--- src/rtl/serial_alu_ctrl.sv ---
// serial_alu_ctrl
// Bit-serial sequencer around a single 1-bit ALU slice (AND/OR/ADD/SUB/SLT/NOR).
// A start request captures both operands and the control word. The slice then
// processes one bit per cycle, LSB first, and carries between bits. The full
// WIDTH-bit result and its flags are presented together when the operation ends.
//
// Ports:
//   clk      - rising-edge clock
//   rst      - synchronous, active-high reset; aborts any operation in flight
//   start    - request; sampled only in IDLE or DONE
//   alu_ctl  - {ainvert, bnegate, op[1:0]}; captured with start
//   a, b     - WIDTH-bit operands; captured with start
//   busy     - high while bits are being processed
//   done     - one-cycle pulse; result and flags are valid from this cycle
//   result   - operation result; held until the next operation completes
//   zero     - result == 0
//   overflow - signed overflow (ADD/SUB/SLT only)
//   cout     - carry out of the MSB (ADD/SUB/SLT only)

module serial_alu_ctrl #(
  parameter int WIDTH = 8,
  parameter int CW    = $clog2(WIDTH)
) (
  input  logic             clk,
  input  logic             rst,
  input  logic             start,
  input  logic [3:0]       alu_ctl,
  input  logic [WIDTH-1:0] a,
  input  logic [WIDTH-1:0] b,
  output logic             busy,
  output logic             done,
  output logic [WIDTH-1:0] result,
  output logic             zero,
  output logic             overflow,
  output logic             cout
);

  typedef enum logic [1:0] {IDLE, RUN, DONE} state_t;

  localparam logic [CW-1:0] LAST = CW'(WIDTH - 1);

  state_t           state;
  logic [CW-1:0]    cnt;
  logic [3:0]       ctl;
  logic [WIDTH-1:0] a_sh;
  logic [WIDTH-1:0] b_sh;
  // Holds the low WIDTH-1 result bits. The MSB comes straight from the slice
  // on the final cycle, so it never needs a register of its own.
  logic [WIDTH-2:0] res_sh;
  logic             carry;

  logic             ainvert;
  logic             bnegate;
  logic [1:0]       op;
  logic             slice_a;
  logic             slice_b;
  logic             slice_cin;
  logic             slice_sum;
  logic             slice_cout;
  logic             slice_out;
  logic             legal;
  logic             arith;
  logic             is_slt;
  logic             msb_ovf;
  logic [WIDTH-1:0] full_res;
  logic [WIDTH-1:0] final_res;

  assign ainvert = ctl[3];
  assign bnegate = ctl[2];
  assign op      = ctl[1:0];

  // The shared 1-bit slice. On bit 0, the carry-in is bnegate, which supplies
  // the +1 of the two's-complement subtract.
  always_comb begin
    slice_a    = a_sh[0] ^ ainvert;
    slice_b    = b_sh[0] ^ bnegate;
    slice_cin  = (cnt == '0) ? bnegate : carry;
    slice_sum  = slice_a ^ slice_b ^ slice_cin;
    slice_cout = (slice_a & slice_b) | (slice_a & slice_cin) | (slice_b & slice_cin);
    case (op)
      2'b00:   slice_out = slice_a & slice_b;
      2'b01:   slice_out = slice_a | slice_b;
      default: slice_out = slice_sum;
    endcase
  end

  // The values below are only meaningful on the final (MSB) cycle. At that
  // point the slice carry-in and carry-out give the signed overflow.
  // SLT replaces the assembled difference with the overflow-corrected sign bit.
  always_comb begin
    case (ctl)
      4'b0000, 4'b0001, 4'b0010, 4'b0110, 4'b0111, 4'b1100: legal = 1'b1;
      default:                                             legal = 1'b0;
    endcase
    arith    = legal & op[1];
    is_slt   = (ctl == 4'b0111);
    msb_ovf  = slice_cin ^ slice_cout;
    full_res = {slice_out, res_sh};
    if (!legal)
      final_res = '0;
    else if (is_slt)
      final_res = {{(WIDTH-1){1'b0}}, slice_sum ^ msb_ovf};
    else
      final_res = full_res;
  end

  // Sequencer. The visible result and flags change only when the operation
  // completes, so they keep the previous operation's values throughout RUN.
  always_ff @(posedge clk) begin
    if (rst) begin
      state    <= IDLE;
      busy     <= 1'b0;
      done     <= 1'b0;
      result   <= '0;
      zero     <= 1'b0;
      overflow <= 1'b0;
      cout     <= 1'b0;
      cnt      <= '0;
      carry    <= 1'b0;
      ctl      <= '0;
      a_sh     <= '0;
      b_sh     <= '0;
      res_sh   <= '0;
    end else begin
      case (state)
        IDLE, DONE: begin
          done <= 1'b0;
          if (start) begin
            state <= RUN;
            busy  <= 1'b1;
            cnt   <= '0;
            carry <= 1'b0;
            ctl   <= alu_ctl;
            a_sh  <= a;
            b_sh  <= b;
          end else begin
            state <= IDLE;
          end
        end
        RUN: begin
          a_sh   <= a_sh >> 1;
          b_sh   <= b_sh >> 1;
          res_sh <= full_res[WIDTH-1:1];
          carry  <= slice_cout;
          if (cnt == LAST) begin
            cnt      <= '0;
            state    <= DONE;
            busy     <= 1'b0;
            done     <= 1'b1;
            result   <= final_res;
            zero     <= (final_res == '0);
            overflow <= arith & msb_ovf;
            cout     <= arith & slice_cout;
          end else begin
            cnt <= cnt + 1'b1;
          end
        end
        default: begin
          state <= IDLE;
          busy  <= 1'b0;
          done  <= 1'b0;
        end
      endcase
    end
  end

endmodule

--- config.mk ---
export PLATFORM = sky130hd
export DESIGN_NAME = serial_alu_ctrl
export DESIGN_NICKNAME = d
export VERILOG_FILES = /design/src/rtl/serial_alu_ctrl.sv
export SDC_FILE = /design/constraint.sdc
export NUM_CORES = 1
export LEC_CHECK = 0
export CAP_MARGIN = 25
export CORE_AREA = 10 10 71 73
export DETAILED_ROUTE_END_ITERATION = 12
export DIE_AREA = 0 0 81 83
export MAX_ROUTING_LAYER = met4
export PLACE_DENSITY_LB_ADDON = 0.3
export SLEW_MARGIN = 20
export SYNTH_ARGS = -nofsm -noshare
export SYNTH_HDL_FRONTEND = slang
export SYNTH_SLANG_ARGS = --single-unit
--- constraint.sdc ---
create_clock -name clk -period 5.46 [get_ports clk]
set_input_delay 1.092 -clock clk [delete_from_list [all_inputs] [get_ports clk]]
set_output_delay 1.092 -clock clk [all_outputs]
set_load 0.02 [all_outputs]
# Word level (Yosys, flattened, before mapping)
# Index checks and enable logic that the tools add are counted.
# word_totals
inputBits	23
out_inout_bits	13
ff_bits	46
# classes
eq_ne	11
bitwise	16
n_reduce_logical	13
mux	20
n_addsub	1
# op_table
cell	n
$mux W8	4
$pmux W8 S2	2
$eq A4 B3 Y1 const B	2
$logic_not A8 Y1	1
$reduce_and A2 Y1	4
$and A1 B1 Y1	6
$mux W1	6
$mux W3	2
$pmux W1 S2	3
$pmux W3 S2	1
$reduce_or A6 Y1	1
$xor A1 B1 Y1	6
$eq A2 B1 Y1 const B	2
$eq A4 B1 Y1 const B	1
$eq A4 B2 Y1 const B	1
$eq A4 B4 Y1 const B	1
$logic_not A2 Y1	2
$logic_not A4 Y1	1
$ne A2 B2 Y1 const B	2
$pmux W2 S2	1
$reduce_or A2 Y1	2
$add A3 B1 Y3 const B	1
$eq A3 B3 Y1 const B	1
$logic_not A3 Y1	1
5 further kinds	7

# Logic depth before layout (Yosys ltp)
# Gate-level depths: netlist of the first run.
# logic_depth
ltp_word	10
depth_mapped	9
ltp_nobuf	9

# Worst setup path after synthesis of the first run
# OpenSTA, ideal clock, no wires.
# synth_timing
kind	reg-to-reg
startpoint	register cnt[0]
endpoint	register zero
required_ns	5.381
arrival_ns	2.108
path_stages_with_launch	10
setup_slack_ns	3.273
path_buffers	0
cell_sequence	dfxtp_1 inv_1 ha_1 nand2b_1 mux2_2 fa_1 nand2_1 o31ai_2 o311a_1 a211oi_2
# synth_via
elab_chain_len	10
# synth_lines
item	line_no	source
from (decl)	43	logic [CW-1:0] cnt;
from (signal assigned)	155	cnt <= cnt + 1'b1;
$logic_not A3 Y1	77	slice_cin = (cnt == '0) ? bnegate : carry;
$mux W1	77	
$and A1 B1 Y1	79	slice_cout = (slice_a & slice_b) | (slice_a & slice_cin) | (slice_b & slice_cin);
$or A1 B1 Y1 (2 in series)	79	
$xor A1 B1 Y1	97	msb_ovf = slice_cin ^ slice_cout;
$xor A1 B1 Y1	102	final_res = {{(WIDTH-1){1'b0}}, slice_sum ^ msb_ovf};
$mux W8	101	else if (is_slt)
$mux W8	99	if (!legal)
$logic_not A8 Y1	151	zero <= (final_res == '0);
to (signal assigned)	151	
to (decl)	33	output logic zero,
# Several ways; a longest one is shown, not always the timed one.
# A chain may end at the register's enable or synchronous reset.

# Final worst setup path of the first run
# layout_timing
startpoint	input start
endpoint	register cnt[2]
# layout_via
elab_chain_len	2
# layout_lines
item	line_no	source
from (decl)	26	input logic start,
$ne A2 B2 Y1 (no source line)	n/a	
$reduce_and A2 Y1 (no source line)	n/a	
# Every way passes these cells.

==> flow_metrics.tcl, run 1 <==
set metrics [dict create \
    cp_max_fo 12 \
    reg2reg_depth 9 \
    fin_crit_sh_pct 47.5 \
    crit_path_start_kind "primary input" \
    path_clk_slew_ps 80 \
    ys_async_sr_fraction_pct 0 \
    rsz0062_at_grt "false" \
    finalSetupViolCount 0 \
    hpwl_um 3000 \
    fin_crit_ps 2590 \
    setup_tns_ps 0 \
    fmaxAchievable_mhz 386 \
    num_io_pins 36 \
    hold_viol 0 \
    cp.required_ps 5640 \
    grt_busiest_layer "met2" \
    placedCellCount 301 \
    cts_resized 0 \
    cpMostUsedCell "nor2_1" \
    fillers 314 \
    cp_cell_sequence "clkdlybuf4s50_1 > nor2b_1 > nor2_1 > a22oi_1 > nor2_1" \
    cts_setup_buffers 0 \
    clockBufferDepth 2 \
    p_per_area_mw_per_mm2 291 \
    yosys.area.top_type_share_pct 47.8 \
    initial_core_util_pct 53.0 \
    grt_pass1_wl_um 6980 \
    die_w_um 81 \
    place_area_mm2 0.00229 \
    synth.most_common_cell "dfxtp_1" \
    routed_via_density 5.47 \
    synth_nets 261 \
    antenna_found_initial 0 \
    ys_ff_latch 46 \
    nNetsFinal 290 \
    leakagePower_nw 0.903 \
    timing.rr.end "zero" \
    worstPathArrival_ps 2770 \
    synth_cells 231 \
    maxSlewViolCount 0 \
    dieArea_mm2 0.00672 \
    use_met2_pct 18.4 \
    cpPeakStageDelay_ps 660 \
    antenna_left 0 \
    worstMarginPinSlew_ps 820 \
    synth_area_leaders "dfxtp_1, nand2_1, nor2_1, a21oi_1, nor3_1" \
    ctsHtreeMaxLevel 2 \
    yosysTopAreaCell "dfxtp_1" \
    die_h_um 83 \
    use_met1_pct 16.6 \
    grt_max_degree 48 \
    synthMuxAreaShare_pct 0.585 \
    ir_worst_vdd_mv 0.157 \
    synth_seq_area_share_pct 47.8 \
    synth_top_family_by_area "simple AND/OR/NAND/NOR gates" \
    vias 1691 \
    core.rowCount 22 \
    area_delta_synth_final_pct 24.8 \
    first_pass_iters 4 \
    synth-simple-area-share_pct 25.2 \
    clock_latency_ps 300 \
    cts_hold_buf 0 \
    cts_tree "yes" \
    synth_warnings 0 \
    drive_gt1_share_pct 5.36 \
    grt_use_met3_pct 3.88 \
    totalWireLength_um 4250 \
    crit_start "start" \
    r2r_slack_ps 3110 \
    numCtsBuffers 5 \
    max_slew_margin_pct 45.2 \
    grt.overflow.total 0 \
    synth_commonest_cells "dfxtp_1, nand2_1, nor2_1" \
    synth_cell_types 32 \
    crit_path_end "cnt[2]" \
    drt-initial-drc-count 75 \
    antenna_cells 0 \
    critPathKind "in -> reg" \
    endpoint_kind "flip-flop" \
    cts.sinks 46 \
    hp-start "result[3]" \
    grt_pass1_vias 1483 \
    slowest_stage "nor2b_1" \
    final_cells 309 \
    synth-compound-area-share_pct 15.9 \
    synthAdderAreaFrac_pct 5.33 \
    hold_path_class "reg -> reg" \
    outcome "finished clean" \
    drc 0 \
    cts-root-buf "clkbuf_8" \
    synthXorXnorAreaFrac_pct 1.36 \
    gp_congestion 0.834 \
    track_usage_pct 12.9 \
    r2r-start "cnt[0]" \
    netlist_area_mm2 0.00193 \
    clock_skew_ps 4.72 \
    wl_per_cell_um 13.7 \
    final_area_mm2 0.00240 \
    avgSynthCellArea_um2 8.34 \
    ys.flop_type "dfxtp_1" \
    numPortBuffers 35 \
    coreArea_mm2 0.00363 \
    synth_edf_count 0 \
    cap_violations 0 \
]
layout by cell type (no fill, tap or decap), types with 4 or more instances in the layout:
cell and instances:
a21oi_1 20, a22oi_1 6, clkbuf_8 8, clkdlybuf4s50_1 35
dfxtp_1 46, ha_1 5, inv_1 4, nand2_1 37
nand2b_1 5, nand3_1 7, nor2_1 32, nor3_1 16
o22ai_1 11
critical path: cells and delay by family:
kind                   cells  cell delay [ps]
AND/OR/NAND/NOR            3              990
buffers and inverters      1              470
AO/OA/AOI/OAI              1              210
per-layer routing:
layer	up-vias	routed length, um
met5	-	0
met4	0	63
met3	7	256
met2	38	1950
met1	794	1980
li1	852	-
registers in the layout, summed over array words and instances (netlist names):
signal and count:
carry 1, b_sh 8, result 8, state 2, overflow 1, res_sh 7, busy 1, zero 1
done 1, cnt 3, cout 1, a_sh 8, ctl 4
cells by family after synthesis:
logic type	after synthesis
simple gates	108
xor+xnor	3
flops	46
fa+ha+maj	7
mux	1
compound gates	47
buf+inv	19
metrics by stage:
step	utilization (%)	worst slack, ps	hold WS, ps	power [mW]
2_1_floorplan	-	3270	445	0.437
3_3_place_gp	63.1	2540	439	0.467
3_5_place_dp	63.1	2530	443	0.470
4_1_cts	66.1	2860	454	0.703
5_1_grt	66.1	2690	479	0.732
6_report	66.1	2870	452	0.700
power breakdown:
| group | switching, mW | leakage (nW) | internal (mW) |
|---|---|---|---|
| Clock | 0.109 | 0.0575 | 0.128 |
| Combinational | 0.0538 | 0.470 | 0.0443 |
| Sequential | 0.0126 | 0.376 | 0.352 |
| Total | 0.176 | 0.903 | 0.524 |
final cells by class:
| cell class | count | area (um2) | area share [%] |
|---|---|---|---|
| Timing Repair Buffer | 37 | 365 | 15.2 |
| Tap cell | 48 | 60.1 | 2.50 |
| Clock buffer | 8 | 110 | 4.58 |
| Sequential cell | 46 | 921 | 38.3 |
| Multi-Input combinational cell | 166 | 931 | 38.8 |
| Inverter | 4 | 15.0 | 0.625 |
worst min path at each step:
stage / slack, ps / cells after the start / endpoint
floorplan: 440 / 2 / res_sh[0]
global placement: 440 / 2 / result[1]
detailed placement: 440 / 2 / result[4]
CTS: 450 / 2 / result[4]
global route: 480 / 2 / result[6]
finish: 450 / 2 / result[3]
Note: power is estimated with default switching activity, not from simulation.
==> run 2: changes to the inputs <==
--- a/config.mk
+++ b/config.mk
@@ -6,9 +6,9 @@
 export NUM_CORES = 1
 export LEC_CHECK = 0
 export CAP_MARGIN = 25
-export CORE_AREA = 10 10 71 73
+export CORE_AREA = 10 10 73 75
 export DETAILED_ROUTE_END_ITERATION = 12
-export DIE_AREA = 0 0 81 83
+export DIE_AREA = 0 0 83 85
 export MAX_ROUTING_LAYER = met4
 export PLACE_DENSITY_LB_ADDON = 0.3
 export SLEW_MARGIN = 20
==> constraint.sdc (replaced) <==
create_clock -name clk -period 2.5 [get_ports clk]
set_input_delay 0.5 -clock clk [delete_from_list [all_inputs] [get_ports clk]]
set_output_delay 0.5 -clock clk [all_outputs]
set_load 0.02 [all_outputs]
==> run 2 against run 1 <==
Against the previous run:
- routed wire length down 0.82%
- sequential power up 120%
- worst setup slack worse by 2700 ps
- final cell count up 1.3%
- clock-buffer cell count down 1
- clock power up 74%
- critical path depth up 4
- first-iteration DRC count up 47%
- combinational power up 130%
- sequential share of layout area about the same
- hold slack worse by 0.78 ps
- critical endpoint is now zero
==> flow_metrics.tcl, run 2 (synthesized netlist as in run 1, its figures left out) <==
set metrics [dict create \
    final_common_cell "dfxtp_1" \
    cp.required_ps 2710 \
    coreArea_mm2 0.00391 \
    routed_via_density 5.25 \
    hpwl_um 3000 \
    layout.area.seq_um2 922 \
    rsz0062_at_grt "false" \
    die_h_um 85 \
    clock_latency_ps 290 \
    post-place-ws_ps 177 \
    largestRegisters "a_sh (8), b_sh (8), result (8)" \
    cp_cell_sequence "inv_1 > ha_1 > nand2b_1 > mux2_2 > fa_1 > nand2_1 > o31ai_2 > o311a_1 > a211oi_2" \
    multi_input_area_um2 931 \
    worstMarginPinSlew_ps 674 \
    cts_resized 0 \
    totalWireLength_um 4210 \
    vias 1643 \
    ctsHtreeMaxLevel 2 \
    cp_max_fo 3 \
    numCtsBuffers 5 \
    hold_path_class "reg -> reg" \
    die_w_um 83 \
    leakagePower_nw 0.903 \
    fin_crit_ps 2300 \
    nNetsFinal 293 \
    drt-initial-drc-count 110 \
    antenna_found_initial 0 \
    place_area_mm2 0.00233 \
    cap_violations 0 \
    outcome "finished clean" \
    slowest_stage "fa_1" \
    drc 0 \
    setup_tns_ps 0 \
    critPathKind "reg -> reg" \
    num_io_pins 36 \
    worstPathArrival_ps 2500 \
    cts.sinks 46 \
    grt_pass1_vias 1659 \
    wl_per_cell_um 13.5 \
    core.rowCount 23 \
    gp_congestion 0.838 \
    endpoint_kind "flip-flop" \
    fin_util_pct 61.5 \
    fmaxAchievable_mhz 435 \
    clock_skew_ps 2.25 \
    crit_path_start_kind "flip-flop" \
    grt_pass1_wl_um 7530 \
    fillers 360 \
    track_usage_pct 12.9 \
    drive_gt1_share_pct 5.70 \
    p_per_area_mw_per_mm2 595 \
    antenna_left 0 \
    numPortBuffers 35 \
    first_pass_iters 4 \
    cts_setup_buffers 0 \
    finalSetupViolCount 0 \
    total_power_mw 1.43 \
    layout_setup_ws_ps 202 \
    clockBufferDepth 2 \
    max_slew_margin_pct 55.0 \
    grt.overflow.total 0 \
    grt_max_degree 32 \
    final_area_mm2 0.00241 \
    cts_tree "yes" \
    maxSlewViolCount 0 \
    area_delta_synth_final_pct 25.0 \
    dieArea_mm2 0.00706 \
    initial_core_util_pct 49.2 \
    cpPeakStageDelay_ps 450 \
    path_clk_slew_ps 80 \
    cts_hold_buf 0 \
    layout_common_cells "dfxtp_1, nand2_1, clkdlybuf4s50_1" \
    hold_viol 0 \
    cts-root-buf "clkbuf_8" \
    fin_crit_sh_pct 91.9 \
    ir_worst_vdd_mv 0.469 \
    antenna_cells 0 \
]
-- run 2: per-stage QoR --
stage	std cells	hold WS (ps)
6_report	313	452
5_1_grt	313	477
4_1_cts	313	453
3_5_place_dp	306	444
3_3_place_gp	306	441
2_1_floorplan	231	445
-- run 2: worst paths after layout --
kind	endpoint	slack, ps	startpoint	cells after the start
setup / recovery	zero	200	cnt[1]	9
hold / removal	result[1]	450	result[1]	2
hold reg to reg	result[1]	450	result[1]	2
setup reg to reg	zero	200	cnt[1]	9
-- run 2: area by class of cell --
type                       count  share of cell area [%]
sequential                    46                    38.3
timing repair buffer          40                    16.6
tap                           50                    2.60
multi-input combinational    166                    38.7
inverter                       4                   0.624
clock buffer                   7                    3.17
-- run 2: power by group --
group / switching, mW / total, mW / internal [mW]
clock network: 0.220 / 0.413 / 0.193
logic: 0.120 / 0.224 / 0.104
registers: 0.0254 / 0.795 / 0.769
-- run 2: routing by layer --
metal | part of all wire [%] | routed length [um] | vias to the layer above | track usage [%]
li1 | - | - | 853 | -
met1 | 46 | 1930 | 750 | 15.1
met2 | 47 | 2000 | 36 | 20.3
met3 | 5.5 | 231 | 4 | 3.63
met4 | 1.2 | 51 | 0 | 5.26
met5 | 0 | 0 | - | -
-- run 2: worst max-delay path: cells and delay by family, from the launching register on --
family | cells | cell delay, ps
AO/OA/AOI/OAI | 3 | 630
adder cells (fa/ha/maj) | 2 | 630
buffers and inverters | 1 | 60
flip-flops | 1 | 360
multiplexers | 1 | 380
AND/OR/NAND/NOR | 2 | 160
